[src/rtl/vrf_wb_arbiter.sv]
// VRF write-side front end: round-robin ALU/LSU writeback arbiter with a registered
// write port and a per-register pending scoreboard for WAW stalls.
module vrf_wb_arbiter #(
   parameter int unsigned VLEN     = 256,
   parameter int unsigned NUM_REGS = 32
) (
   input  logic                clk_i,
   input  logic                rst_ni,
   input  logic                alu_valid_i,
   output logic                alu_ready_o,
   input  logic [4:0]          alu_waddr_i,
   input  logic [VLEN-1:0]     alu_wdata_i,
   input  logic                lsu_valid_i,
   output logic                lsu_ready_o,
   input  logic [4:0]          lsu_waddr_i,
   input  logic [VLEN-1:0]     lsu_wdata_i,
   input  logic                issue_valid_i,
   input  logic [4:0]          issue_rd_i,
   output logic                issue_ready_o,
   output logic                vrf_we_o,
   output logic [4:0]          vrf_waddr_o,
   output logic [VLEN-1:0]     vrf_wdata_o,
   output logic [NUM_REGS-1:0] pending_o
);

   typedef enum logic {RR_ALU, RR_LSU} rr_e;

   rr_e                 rr_q, rr_d;
   logic                grant_alu, grant_lsu, accept;
   logic [4:0]          sel_waddr;
   logic [VLEN-1:0]     sel_wdata;
   logic [NUM_REGS-1:0] pending_q, pending_d;

   always_comb begin
      grant_alu = alu_valid_i && (!lsu_valid_i || (rr_q == RR_ALU));
      grant_lsu = lsu_valid_i && (!alu_valid_i || (rr_q == RR_LSU));
      accept    = grant_alu || grant_lsu;
      rr_d      = rr_q;
      if (grant_alu)      rr_d = RR_LSU;
      else if (grant_lsu) rr_d = RR_ALU;
      sel_waddr = grant_lsu ? lsu_waddr_i : alu_waddr_i;
      sel_wdata = grant_lsu ? lsu_wdata_i : alu_wdata_i;
   end

   assign alu_ready_o   = grant_alu;
   assign lsu_ready_o   = grant_lsu;
   assign issue_ready_o = !(issue_valid_i && pending_q[issue_rd_i]);
   assign pending_o     = pending_q;

   // Clear first, then set: a same-edge set/clear on one register leaves it pending.
   always_comb begin
      pending_d = pending_q;
      if (vrf_we_o) pending_d[vrf_waddr_o] = 1'b0;
      if (issue_valid_i && issue_ready_o && (issue_rd_i != '0))
         pending_d[issue_rd_i] = 1'b1;
      pending_d[0] = 1'b0;
   end

   always_ff @(posedge clk_i or negedge rst_ni) begin
      if (!rst_ni) begin
         rr_q        <= RR_ALU;
         pending_q   <= '0;
         vrf_we_o    <= 1'b0;
         vrf_waddr_o <= '0;
         vrf_wdata_o <= '0;
      end else begin
         rr_q      <= rr_d;
         pending_q <= pending_d;
         vrf_we_o  <= accept && (sel_waddr != '0);
         if (accept) begin
            vrf_waddr_o <= sel_waddr;
            vrf_wdata_o <= sel_wdata;
         end
      end
   end

endmodule

[config.mk]
export PLATFORM = sky130hd
export DESIGN_NAME = vrf_wb_arbiter
export DESIGN_NICKNAME = d
export VERILOG_FILES = /design/src/rtl/vrf_wb_arbiter.sv
export SDC_FILE = /design/constraint.sdc
export NUM_CORES = 1
export LEC_CHECK = 0
export BUFFER_PORTS_ARGS = -buffer_cell sky130_fd_sc_hd__buf_4
export CORE_AREA = 2 2 322 324
export CTS_BUF_LIST = sky130_fd_sc_hd__clkbuf_4 sky130_fd_sc_hd__clkbuf_8 sky130_fd_sc_hd__clkbuf_16
export DETAILED_ROUTE_END_ITERATION = 8
export DIE_AREA = 0 0 324 326
export GPL_TIMING_DRIVEN = 0
export RECOVER_POWER = 50
export REMOVE_ABC_BUFFERS = 1
export SETUP_SLACK_MARGIN = 0.1
export SLEW_MARGIN = 20
export SYNTH_ARGS = -nofsm -noshare
export SYNTH_HDL_FRONTEND = slang
export SYNTH_SLANG_ARGS = --single-unit
[constraint.sdc]
create_clock -name clk_i -period 2.75 [get_ports clk_i]
set_clock_uncertainty 0.2 [all_clocks]
set_input_delay 0.55 -clock clk_i [delete_from_list [all_inputs] [get_ports clk_i]]
set_output_delay 0.55 -clock clk_i [all_outputs]
set_load 0.005 [all_outputs]
After elaboration in Yosys (flattened, before gate mapping). Cells that the tools add are included.

Register bits after elaboration: 294. Input bits: 532. Output and inout port bits: 297. Logic and storage cells: 42.

Magnitude comparators: 4. Mux-type cells: 12. Bitwise gates (word level): 4. Reductions and logical operators: 17.

Operators by type and width (number): $mux W256 (1); $mux W32 (2); $and A32 B32 Y32 (1); $not A32 Y32 (1); $or A32 B32 Y32 (1); $lt A5 B6 Y1 const B (2); $demux W1 S5 (2); $ge A5 B1 Y1 const B (2); $reduce_bool A5 Y1 (2); $logic_and A1 B1 Y1 (8); $bmux W1 S5 (1); $mux W1 (5); $mux W5 (1); $logic_not A1 Y1 (3); $logic_or A1 B1 Y1 (3); $reduce_bool A2 Y1 (1); $not A1 Y1 (1).

Depth between registers and ports, before layout. Gate-level depths: netlist (run 1).

Depth in word-level cells: 9. Gate-level depth with buffers: 9. Depth with buffers taken out: 5.

Least setup slack after synthesis (run 1). No wires, ideal clock.

Kind: in2out. Start: input port issue_rd_i[1]. End: output port issue_ready_o. Data arrival time: 1708 ps. Data required time: 2000 ps. Path slack: 292 ps. Stages: 7. Path buffers: 2. Path through: buf_6 mux2i_1 o22ai_1 a211o_1 buf_4 nor2b_1 o31ai_2.

Cells in the longest elaborated chain, start to end: 4.

RTL lines: start, declared (RTL line 18) `input logic [4:0] issue_rd_i,`; $bmux W1 S5 (RTL line 47) `assign issue_ready_o = !(issue_valid_i && pending_q[issue_rd_i]);`; $mux W1 (not written as such) (RTL line 47); $logic_and A1 B1 Y1 (RTL line 47); $logic_not A1 Y1 (RTL line 47); end, declared (RTL line 19) `output logic issue_ready_o,`.

Every way passes these cells. The select of a mux whose other input is x is not followed.

Worst setup path after layout (run 1). Same ends and word-level chain as after synthesis.

==> results of run 1 <==
-- worst reg2reg max path: cells and delay by family (launching register included) --
family / cells / cell delay (ns)
DFF: 1 / 0.47
and+or+nand+nor: 2 / 0.26
buffers and inverters: 3 / 1.66
-- worst min-delay path by stage --
stage	endpoint	from	slack [ns]	cells past startpoint
final	vrf_wdata_o[28]	lsu_wdata_i[28]	0.05	3
after detailed placement	vrf_wdata_o[14]	rst_ni	0.31	1
after floorplan	pending_o[10]	rst_ni	0.05	0
after CTS	vrf_wdata_o[134]	alu_wdata_i[134]	0.000002	3
after global routing	vrf_waddr_o[4]	alu_waddr_i[4]	0.02	3
after global placement	pending_o[17]	pending_o[17]	0.32	2
-- registers in the layout, indices dropped and copies added, names as in the netlist --
register and count:
vrf_waddr_o 5, pending_o 31, vrf_wdata_o 256, rr_q 1
vrf_we_o 1
-- area by class of cell --
cell class                 count  area (um2)  share of cell area, %
tap                         1380        1730                   5.53
sequential                   294        7370                   23.6
clock inverter                 7        88.8                  0.284
inverter                       3        37.5                  0.120
antenna                        6        15.0                 0.0481
clock buffer                  61        1200                   3.83
timing repair buffer        1418       12600                   40.3
multi-input combinational   1438        8180                   26.2
timing repair inverter         2        20.0                 0.0641
-- power groups by stage --
stage | clock network [W] | registers [W] | logic [W]
3_5_place_dp | 0 | 0.00578 | 0.00464
4_1_cts | 0.00540 | 0.00568 | 0.00601
5_1_grt | 0.00557 | 0.00577 | 0.00664
2_1_floorplan | 0 | 0.00575 | 0.00149
3_3_place_gp | 0 | 0.00594 | 0.00455
6_report | 0.00522 | 0.00569 | 0.00618
-- cells by family (layout without fill, tap and decap cells) --
family | count (synthesis) | after routing | share of synthesized area (%)
flip-flops | 294 | 294 | 45.6
buffers and inverters | 160 | 1491 | 4.32
multiplexers | 270 | 270 | 16.8
AND/OR/NAND/NOR | 827 | 827 | 21.9
AO/OA/AOI/OAI | 340 | 340 | 11.3
other | 1 | 7 | 0.0232
-- per-stage QoR --
step | setup WS [ns] | area (um2) | util [%]
2_1_floorplan | -3.64 | 15500 | -
3_3_place_gp | -8.90 | 23400 | 22.8
3_5_place_dp | -1.71 | 23900 | 23.3
4_1_cts | -0.275 | 30900 | 30.1
5_1_grt | -0.256 | 31200 | 30.4
6_report | -0.172 | 31200 | 30.4
-- synthesized netlist by cell type, types with 2 or more instances --
| library cell | n | area share (%) |
|---|---|---|
| nand3_1 | 260 | 8.1 |
| buf_4 | 4 | 0.19 |
| a31oi_1 | 5 | 0.19 |
| a21oi_1 | 257 | 8.0 |
| or3b_1 | 4 | 0.22 |
| nand2_1 | 271 | 6.3 |
| or4_1 | 3 | 0.14 |
| o22ai_1 | 2 | 0.078 |
| buf_1 | 15 | 0.35 |
| mux2i_1 | 268 | 17 |
| nor3_1 | 2 | 0.062 |
| nand2b_1 | 5 | 0.19 |
| buf_2 | 53 | 1.6 |
| nand3b_1 | 10 | 0.47 |
| or2_1 | 3 | 0.12 |
| o21ai_0 | 43 | 1.3 |
| inv_1 | 2 | 0.047 |
| o41ai_2 | 2 | 0.20 |
| o31ai_1 | 17 | 0.79 |
| o21ai_1 | 5 | 0.16 |
| clkbuf_1 | 83 | 1.9 |
| buf_6 | 2 | 0.14 |
| dfrtp_1 | 294 | 46 |
| nor2_1 | 264 | 6.1 |
-- metal layers --
metal	routed length (um)	vias up	GRT usage [%]
met4	4650	4	8.19
met2	40900	930	25.0
met1	31800	9777	16.7
met5	34	-	0
li1	-	9164	-
met3	7760	208	4.86
-- what timing repair did --
action                     4_1_cts  5_1_grt
pin swaps                        7        4
hold endpoints to repair       312        0
gates cloned                    14        3
setup endpoints to repair      265       71
gates resized for setup         27        7
hold buffers                   510        0
buffers inserted                14       36
==> results.py, run 1 <==
metrics = {
    "run_status": {
        "status": "finished, violations left",
        "failed_checks": "negative setup slack",
    },
    "clocking": {
        "insertion_delay_ns": 0.57,
        "cts-root-buf": "clkbuf_16",
        "htree_levels": 2,
        "cts_tree": "built",
        "clk_pin_slew_ns": 0.06,
        "cts_buffers": 37,
        "cts_sinks": 294,
        "clock_path_buffers": 3,
    },
    "drt": {
        "routedWlPerCell_um": 18.5,
        "via_count": 20100,
        "first_pass_iters": 5,
        "drt_wl_total_mm": 85.1,
        "drc": 0,
        "ant_nets": 0,
        "first_iter_violations": 1224,
        "viasPerCell": 4.36,
    },
    "logic_synthesis": {
        "synth_area_um2": 16100,
        "ys_types": 42,
        "avgSynthCellArea_um2": 8.53,
        "synth_seq_cells": 294,
        "netlist_instances": 1892,
        "synth_flop_cell": "dfrtp_1",
        "yosysSeqAreaShare_pct": 45.6,
        "synthArstFlopShare_pct": 100,
        "synth-edff-count": 0,
        "synth_warnings": 0,
    },
    "critical_path": {
        "r2r_end": "vrf_wdata_o[204]",
        "crit_required_ns": 2.00,
        "cp_max_fo": 19,
        "crit_type": "in2out",
        "crit_chain": "buf_4 -> mux2i_4 -> o22ai_2 -> a211oi_2 -> nor2b_2 -> o31ai_4 -> buf_6",
        "cpMaxStageDelayCell": "a211oi_2",
        "reg2regPathDepth": 5,
        "worst_path_dominant_cell_family": "compound AO/OA/AOI/OAI gates",
        "cp.arrival_ns": 2.17,
        "crit_path_start": "issue_rd_i[1]",
        "r2r_setup_slack_ns": 0.09,
        "start_kind": "input pin",
        "slowest_delay_ns": 0.36,
        "crit_end": "issue_ready_o",
        "rr_startpoint": "rr_q",
        "crit_path_end_kind": "primary output",
        "path_depth": 7,
        "path_buf_inv": 2,
    },
    "floorplan": {
        "dieWidth_um": 324,
        "core_area_um2": 103000,
        "dieArea_um2": 106000,
        "die_h_um": 326,
        "io_pins": 829,
        "rows": 118,
        "initial_core_util_pct": 15.7,
    },
    "timing": {
        "period_share_pct": 106,
        "layout_min_cycle_time_ns": 2.92,
        "max_slew_margin_pct": 3.63,
        "tns_ns": -0.285,
        "whs_ns": 0.0490,
        "hold_violations": 0,
        "timing.final.ws_setup_ns": -0.172,
        "setup_viol": 2,
        "slew_violations": 0,
        "timing.fmax_mhz": 342,
        "rsz0062_at_grt": "true",
        "tightest_slew_ns": 1.45,
    },
    "global_route": {
        "overflow": 0,
        "grt_usage_pct": 14.9,
        "grt_pass1_wl_mm": 122,
        "antenna_found_initial": 9,
        "grt_pass1_vias": 20300,
        "grt_max_degree": 108,
    },
    "final_layout": {
        "fin_cells": 4609,
        "n_fill_cell": 10500,
        "area_growth_pct": 93.5,
        "final_common_cell": "buf_4",
        "layout.nets": 3726,
        "drive_gt1_share_pct": 31.2,
        "final_cell_mix": "buf_4 (869), dlygate4sd3_1 (510), dfrtp_1 (289)",
    },
    "power": {
        "total_leakage_power_nw": 15.1,
        "p_switching_w": 0.00543,
        "powerDensity_nw_per_um2": 547,
        "p_clk_share_pct": 30.6,
        "seqPwrFrac_pct": 33.3,
        "ir_worst_vdd_v": 0.000383,
        "cellInternalPower_w": 0.0117,
        "switching_share_pct": 31.7,
        "p_comb_share_pct": 36.1,
        "total_power_w": 0.0171,
    },
    "placed_design": {
        "io_buffers": 827,
        "place.detailed.hpwl_mm": 53.3,
        "placedCellCount": 3958,
        "gp_congestion": 0.843,
    },
    "min_path": {
        "hold_path.class": "in2reg",
    },
    "job": {
        "maxCapViolCount": 0,
    },
}
No activity file was read; power rests on OpenSTA's default activity.
==> inputs of run 2 (changes only) <==
--- a/config.mk
+++ b/config.mk
@@ -12,7 +12,6 @@
 export DIE_AREA = 0 0 324 326
 export GPL_TIMING_DRIVEN = 0
 export RECOVER_POWER = 50
-export REMOVE_ABC_BUFFERS = 1
 export SETUP_SLACK_MARGIN = 0.1
 export SLEW_MARGIN = 20
 export SYNTH_ARGS = -nofsm -noshare
==> run 2 against run 1 <==
  * The flow still finishes with violations (negative setup slack)
  * Setup slack got worse by 0.012 ns
  * Sequential cell count unchanged
  * Wire length increased by 19%
  * Critical path depth is the same
  * Combinational power shrank 5.0%
  * Global-route usage grew 3.2 points
  * Maximum frequency fell by 0.41%
  * Clock-buffer cell count is the same
  * Cell count up 1.9%
  * First-iteration DRC count increased by 20%
  * Non-clock buffer count grew 89
==> results.py, run 2 (synthesis results as in run 1) <==
metrics = {
    "critical_path": {
        "rr_startpoint": "rr_q",
        "cp.arrival_ns": 2.18,
        "crit_required_ns": 2.00,
        "crit_type": "reg2out",
        "reg2regPathDepth": 10,
        "cp_max_fo": 2,
        "crit_path_end_kind": "primary output",
        "r2r_setup_slack_ns": 0.25,
        "r2r_end": "vrf_wdata_o[138]",
        "crit_path_start": "pending_o[29]",
        "start_kind": "register",
    },
    "power": {
        "total_leakage_power_nw": 14.8,
        "seqPwrFrac_pct": 33.5,
        "p_switching_w": 0.00570,
        "total_power_w": 0.0170,
        "p_clk_share_pct": 31.9,
        "p_comb_share_pct": 34.6,
        "ir_worst_vdd_v": 0.000519,
        "switching_share_pct": 33.6,
        "cellInternalPower_w": 0.0113,
        "powerDensity_nw_per_um2": 551,
    },
    "global_route": {
        "grt_pass1_vias": 21400,
        "antenna_found_initial": 15,
        "grt_max_degree": 82,
        "grt_pass1_wl_mm": 142,
        "overflow": 0,
        "grt_usage_pct": 18.2,
    },
    "drt": {
        "ant_nets": 0,
        "drt_wl_total_mm": 101,
        "drc": 0,
        "first_pass_iters": 6,
        "via_count": 21000,
        "routedWlPerCell_um": 21.6,
        "first_iter_violations": 1469,
        "viasPerCell": 4.46,
    },
    "floorplan": {
        "rows": 118,
        "io_pins": 829,
        "core_area_um2": 103000,
        "initial_core_util_pct": 15.7,
        "die_h_um": 326,
        "dieWidth_um": 324,
        "dieArea_um2": 106000,
    },
    "clocking": {
        "clk_pin_slew_ns": 0.06,
        "insertion_delay_ns": 0.59,
        "cts-root-buf": "clkbuf_16",
        "cts_sinks": 294,
        "htree_levels": 2,
        "clock_path_buffers": 3,
        "cts_tree": "built",
        "cts_buffers": 40,
    },
    "placed_design": {
        "gp_congestion": 0.940,
        "place_area_um2": 24200,
        "placedCellCount": 4100,
        "io_buffers": 824,
        "place.detailed.hpwl_mm": 74.0,
    },
    "final_layout": {
        "largest_reg_flops": 256,
        "n_fill_cell": 10600,
        "fin_cells": 4696,
        "area_growth_pct": 90.9,
        "final_cell_mix": "buf_4 (838), dlygate4sd3_1 (511), dfrtp_1 (294)",
        "stdcell_area_um2": 30800,
        "drive_gt1_share_pct": 30.2,
        "finish.utilization_pct": 30.0,
        "layout.nets": 3816,
        "final_common_cell": "buf_4",
        "regMostFlops": "vrf_wdata_o",
    },
    "min_path": {
        "holdCritStartpoint": "lsu_waddr_i[0]",
        "whs_path_depth": 3,
        "hold_path.class": "in2reg",
        "hold_path_end": "vrf_waddr_o[0]",
    },
    "timing": {
        "tns_ns": -0.184,
        "hold_violations": 0,
        "slew_violations": 0,
        "rsz0062_at_grt": "true",
        "timing.final.ws_setup_ns": -0.184,
        "period_share_pct": 107,
        "timing.fmax_mhz": 341,
        "setup_viol": 1,
        "layout_min_cycle_time_ns": 2.93,
        "tightest_slew_ns": 1.33,
        "max_slew_margin_pct": 11.2,
    },
    "run_status": {
        "failed_checks": "negative setup slack",
        "status": "finished, violations left",
    },
    "job": {
        "maxCapViolCount": 0,
    },
    "logic_synthesis": {
        "syn_nets": 2424,
    },
}
[run 2: cell types whose count changed in the layout (fill, tap and decap cells not counted), moves of 4 or more]
cell       before  now
buf_4         869  838
buf_1           0   11
buf_16         15    1
buf_2           0   46
buf_6           2    7
dfrtp_1       289  294
clkbuf_1        1   71
clkbuf_2        1   12
bufbuf_16      12    0
dfrtp_2         4    0
[run 2: worst max path at each step]
stage                            end  slack, ns
global route           issue_ready_o      -0.28
detailed placement       lsu_ready_o      -0.80
global placement    vrf_wdata_o[255]      -2.30
CTS                    issue_ready_o      -0.27
floorplan              issue_ready_o       0.29
finish                 issue_ready_o      -0.18
[run 2: power by group through the flow]
| stage | Combinational [W] | Sequential (W) | Clock [W] |
|---|---|---|---|
| finish | 0.00587 | 0.00568 | 0.00541 |
| floorplan | 0.00180 | 0.00564 | 0 |
| detailed placement | 0.00494 | 0.00572 | 0 |
| global route | 0.00631 | 0.00575 | 0.00569 |
| global placement | 0.00489 | 0.00571 | 0 |
| CTS | 0.00579 | 0.00565 | 0.00552 |
[run 2: worst max-delay path, cell delays in order, from the launching register on]
cell and delay [ns]:
dfrtp_1 0.39, mux2i_1 0.22, o22ai_1 0.11, a211o_1 0.28, buf_6 0.12, nor2b_4 0.12
o31ai_4 0.24, buf_6 0.13
[run 2: timing repair]
item | 4_1_cts | 5_1_grt
endpoints found under the hold margin | 317 | 0
resized for setup | 30 | 14
hold buffers | 511 | 0
setup endpoints to repair | 42 | 44
buffers inserted | 8 | 3
pin swaps | 6 | 5
[run 2: routing by layer]
metal  GRT usage, %  part of all wire (%)  vias up
met5              0                 0.087        -
met4           8.63                   5.0       12
met3           6.53                    11      281
met2           28.3                    44     1225
met1           22.2                    40    10100
li1               -                     -     9340
[run 2: area by class of cell]
cell class | count | area (um2) | area share [%]
clock inverters | 8 | 85.1 | 0.276
inverters | 3 | 11.3 | 0.0366
clock buffers | 61 | 1240 | 4.04
flip-flops and latches | 294 | 7360 | 23.9
well taps | 1380 | 1730 | 5.61
plain buffers | 157 | 772 | 2.51
diodes | 5 | 12.5 | 0.0406
multi-input cells | 1438 | 8140 | 26.4
repair buffers | 1350 | 11500 | 37.2
[run 2: stage by stage]
step,hold WS [ns],setup WS (ns)
after floorplan,0.0544,0.292
after global placement,0.322,-2.30
after detailed placement,0.324,-0.796
after CTS,0.0000626,-0.270
after global routing,0.0240,-0.278
final,0.0579,-0.184
==> inputs of run 3 (changes only) <==
--- a/config.mk
+++ b/config.mk
@@ -8,8 +8,10 @@
 export BUFFER_PORTS_ARGS = -buffer_cell sky130_fd_sc_hd__buf_4
 export CORE_AREA = 2 2 322 324
 export CTS_BUF_LIST = sky130_fd_sc_hd__clkbuf_4 sky130_fd_sc_hd__clkbuf_8 sky130_fd_sc_hd__clkbuf_16
+export CTS_CLUSTER_SIZE = 30
 export DETAILED_ROUTE_END_ITERATION = 8
 export DIE_AREA = 0 0 324 326
+export GPL_ROUTABILITY_DRIVEN = 0
 export GPL_TIMING_DRIVEN = 0
 export RECOVER_POWER = 50
 export SETUP_SLACK_MARGIN = 0.1
@@ -17,3 +19,4 @@
 export SYNTH_ARGS = -nofsm -noshare
 export SYNTH_HDL_FRONTEND = slang
 export SYNTH_SLANG_ARGS = --single-unit
+export TNS_END_PERCENT = 20
==> run 3 against run 2 <==
  * The flow finishes with violations (max-capacitance violations, max-slew violations, negative setup slack)
  * Wire length decreased by 0.32%
  * First-iteration DRC count decreased by 2.9%
  * Die area unchanged
  * Power decreased by 1.3%
  * Critical path depth unchanged
  * Sequential cell count unchanged
  * Sequential share of layout area about the same
  * Setup slack improved by 0.014 ns
  * Maximum frequency increased by 0.48%
  * Design area decreased by 0.13%
  * Clock-buffer cell count decreased by 3
==> results.py, run 3 (synthesis results as in run 1) <==
metrics = {
    "run_status": {
        "status": "finished, violations left",
        "failed_checks": "max-capacitance violations, max-slew violations, negative setup slack",
    },
    "final_layout": {
        "n_fill_cell": 10600,
        "fin_cells": 4693,
        "register_area_um2": 7360,
        "multi_input_area_um2": 8140,
        "regMostFlops": "vrf_wdata_o",
        "largest_reg_flops": 256,
        "final_cell_mix": "buf_4 (831), dlygate4sd3_1 (512), dfrtp_1 (294)",
        "area_growth_pct": 90.6,
        "layout.nets": 3812,
        "drive_gt1_share_pct": 30.0,
        "finish.utilization_pct": 30.0,
        "final_common_cell": "buf_4",
    },
    "drt": {
        "via_count": 20900,
        "viasPerCell": 4.46,
        "ant_nets": 0,
        "routedWlPerCell_um": 21.5,
        "drt_wl_total_mm": 101,
        "first_pass_iters": 8,
        "drc": 0,
        "first_iter_violations": 1427,
    },
    "placed_design": {
        "io_buffers": 824,
        "placedCellCount": 4100,
        "place.detailed.hpwl_mm": 73.6,
    },
    "critical_path": {
        "start_kind": "register",
        "cp_max_fo": 2,
        "reg2regPathDepth": 5,
        "crit_path_end_kind": "primary output",
        "cp.arrival_ns": 2.17,
        "crit_required_ns": 2.00,
        "r2r_setup_slack_ns": 0.23,
        "rr_startpoint": "rr_q",
        "crit_type": "reg2out",
        "r2r_end": "vrf_wdata_o[242]",
    },
    "power": {
        "p_clk_share_pct": 31.7,
        "p_comb_share_pct": 34.3,
        "ir_worst_vdd_v": 0.000344,
        "switching_share_pct": 34.3,
        "powerDensity_nw_per_um2": 544,
        "p_switching_w": 0.00574,
        "total_leakage_power_nw": 14.8,
        "seqPwrFrac_pct": 34.0,
        "cellInternalPower_w": 0.0110,
    },
    "timing": {
        "hold_violations": 0,
        "rsz0062_at_grt": "true",
        "tightest_slew_ns": 1.51,
        "period_share_pct": 106,
        "timing.final.ws_setup_ns": -0.170,
        "timing.fmax_mhz": 343,
        "layout_min_cycle_time_ns": 2.92,
        "slew_violations": 51,
        "setup_viol": 46,
        "max_slew_margin_pct": -0.713,
    },
    "clocking": {
        "clk_pin_slew_ns": 0.06,
        "cts-root-buf": "clkbuf_16",
        "clock_path_buffers": 3,
        "htree_levels": 2,
        "cts_tree": "built",
        "cts_sinks": 294,
        "cts_buffers": 40,
        "insertion_delay_ns": 0.60,
    },
    "min_path": {
        "hold_path.class": "in2reg",
        "hold_path_end": "vrf_we_o",
        "whs_path_depth": 3,
        "holdCritStartpoint": "lsu_waddr_i[0]",
    },
    "floorplan": {
        "core_area_um2": 103000,
        "die_h_um": 326,
        "rows": 118,
        "dieArea_um2": 106000,
        "dieWidth_um": 324,
        "io_pins": 829,
        "initial_core_util_pct": 15.7,
    },
    "logic_synthesis": {
        "syn_nets": 2424,
    },
    "job": {
        "maxCapViolCount": 1,
    },
    "global_route": {
        "antenna_found_initial": 14,
        "grt_max_degree": 85,
        "overflow": 0,
        "grt_usage_pct": 18.2,
        "grt_pass1_wl_mm": 142,
        "grt_pass1_vias": 21700,
    },
}
-- run 3: changes by cell type in the layout (fill, tap and decap cells not counted), moves of 2 or more --
cell | before | now
clkbuf_8 | 8 | 12
clkinv_4 | 1 | 3
clkbuf_16 | 42 | 40
clkbuf_1 | 71 | 73
buf_8 | 2 | 0
buf_4 | 838 | 831
buf_2 | 46 | 49
clkbuf_4 | 16 | 8
-- run 3: cell type report --
| cell class | instances | share of cell area (%) |
|---|---|---|
| diodes | 6 | 0.0488 |
| repair buffers | 1346 | 37.2 |
| flip-flops and latches | 294 | 23.9 |
| multi-input cells | 1438 | 26.5 |
| clock inverters | 11 | 0.321 |
| plain buffers | 157 | 2.49 |
| inverters | 3 | 0.0447 |
| clock buffers | 58 | 3.90 |
| well taps | 1380 | 5.61 |
-- run 3: worst max-delay path by stage --
stage	startpoint	endpoint	slack (ns)	cells after the start
finish	pending_o[29]	issue_ready_o	-0.17	7
global route	pending_o[29]	issue_ready_o	-0.27	7
global placement	rst_ni	vrf_wdata_o[255]	-2.27	1
CTS	pending_o[29]	issue_ready_o	-0.21	7
detailed placement	lsu_valid_i	lsu_ready_o	-0.76	6
floorplan	issue_rd_i[1]	issue_ready_o	0.29	7
-- run 3: metrics by stage --
| stage | setup TNS (ns) | power (W) | setup WS (ns) | hold slack, ns | cell area, um2 |
|---|---|---|---|---|---|
| floorplan | 0 | 0.00744 | 0.292 | 0.0544 | 16100 |
| global placement | -818.98 | 0.0106 | -2.27 | 0.320 | 24000 |
| detailed placement | -108.39 | 0.0107 | -0.759 | 0.300 | 24200 |
| CTS | -0.283 | 0.0168 | -0.213 | 0.00259 | 30700 |
| global route | -29.32 | 0.0175 | -0.272 | 0.0419 | 30800 |
| finish | -2.20 | 0.0167 | -0.170 | 0.0610 | 30800 |
-- run 3: worst max-delay path, stage by stage (launching register included) --
cell	delay, ns
dfrtp_1	0.40
mux2i_2	0.21
o22ai_2	0.11
a211o_1	0.28
buf_6	0.12
nor2b_4	0.12
o31ai_2	0.19
buf_4	0.16
-- run 3: layer usage --
metal,GRT usage (%),vias up,part of all wire (%)
met4,8.34,6,4.9
li1,-,9352,-
met2,28.5,1192,44
met1,21.9,10100,40
met3,6.86,285,11
met5,0,-,0.037
-- run 3: timing repair --
action	CTS	global route
hold buffers	512	0
pin swaps	6	3
cloned	0	0
buffers inserted	6	0
resized for setup	27	12
endpoints found under the setup margin	51	8
hold endpoints to repair	307	0
-- run 3: power groups by stage --
stage          logic [W]  clock network [W]  registers, W
3_3_place_gp     0.00489                  0       0.00571
5_1_grt          0.00619            0.00558       0.00576
3_5_place_dp     0.00494                  0       0.00572
2_1_floorplan    0.00180                  0       0.00564
6_report         0.00575            0.00530       0.00569
4_1_cts          0.00568            0.00544       0.00565
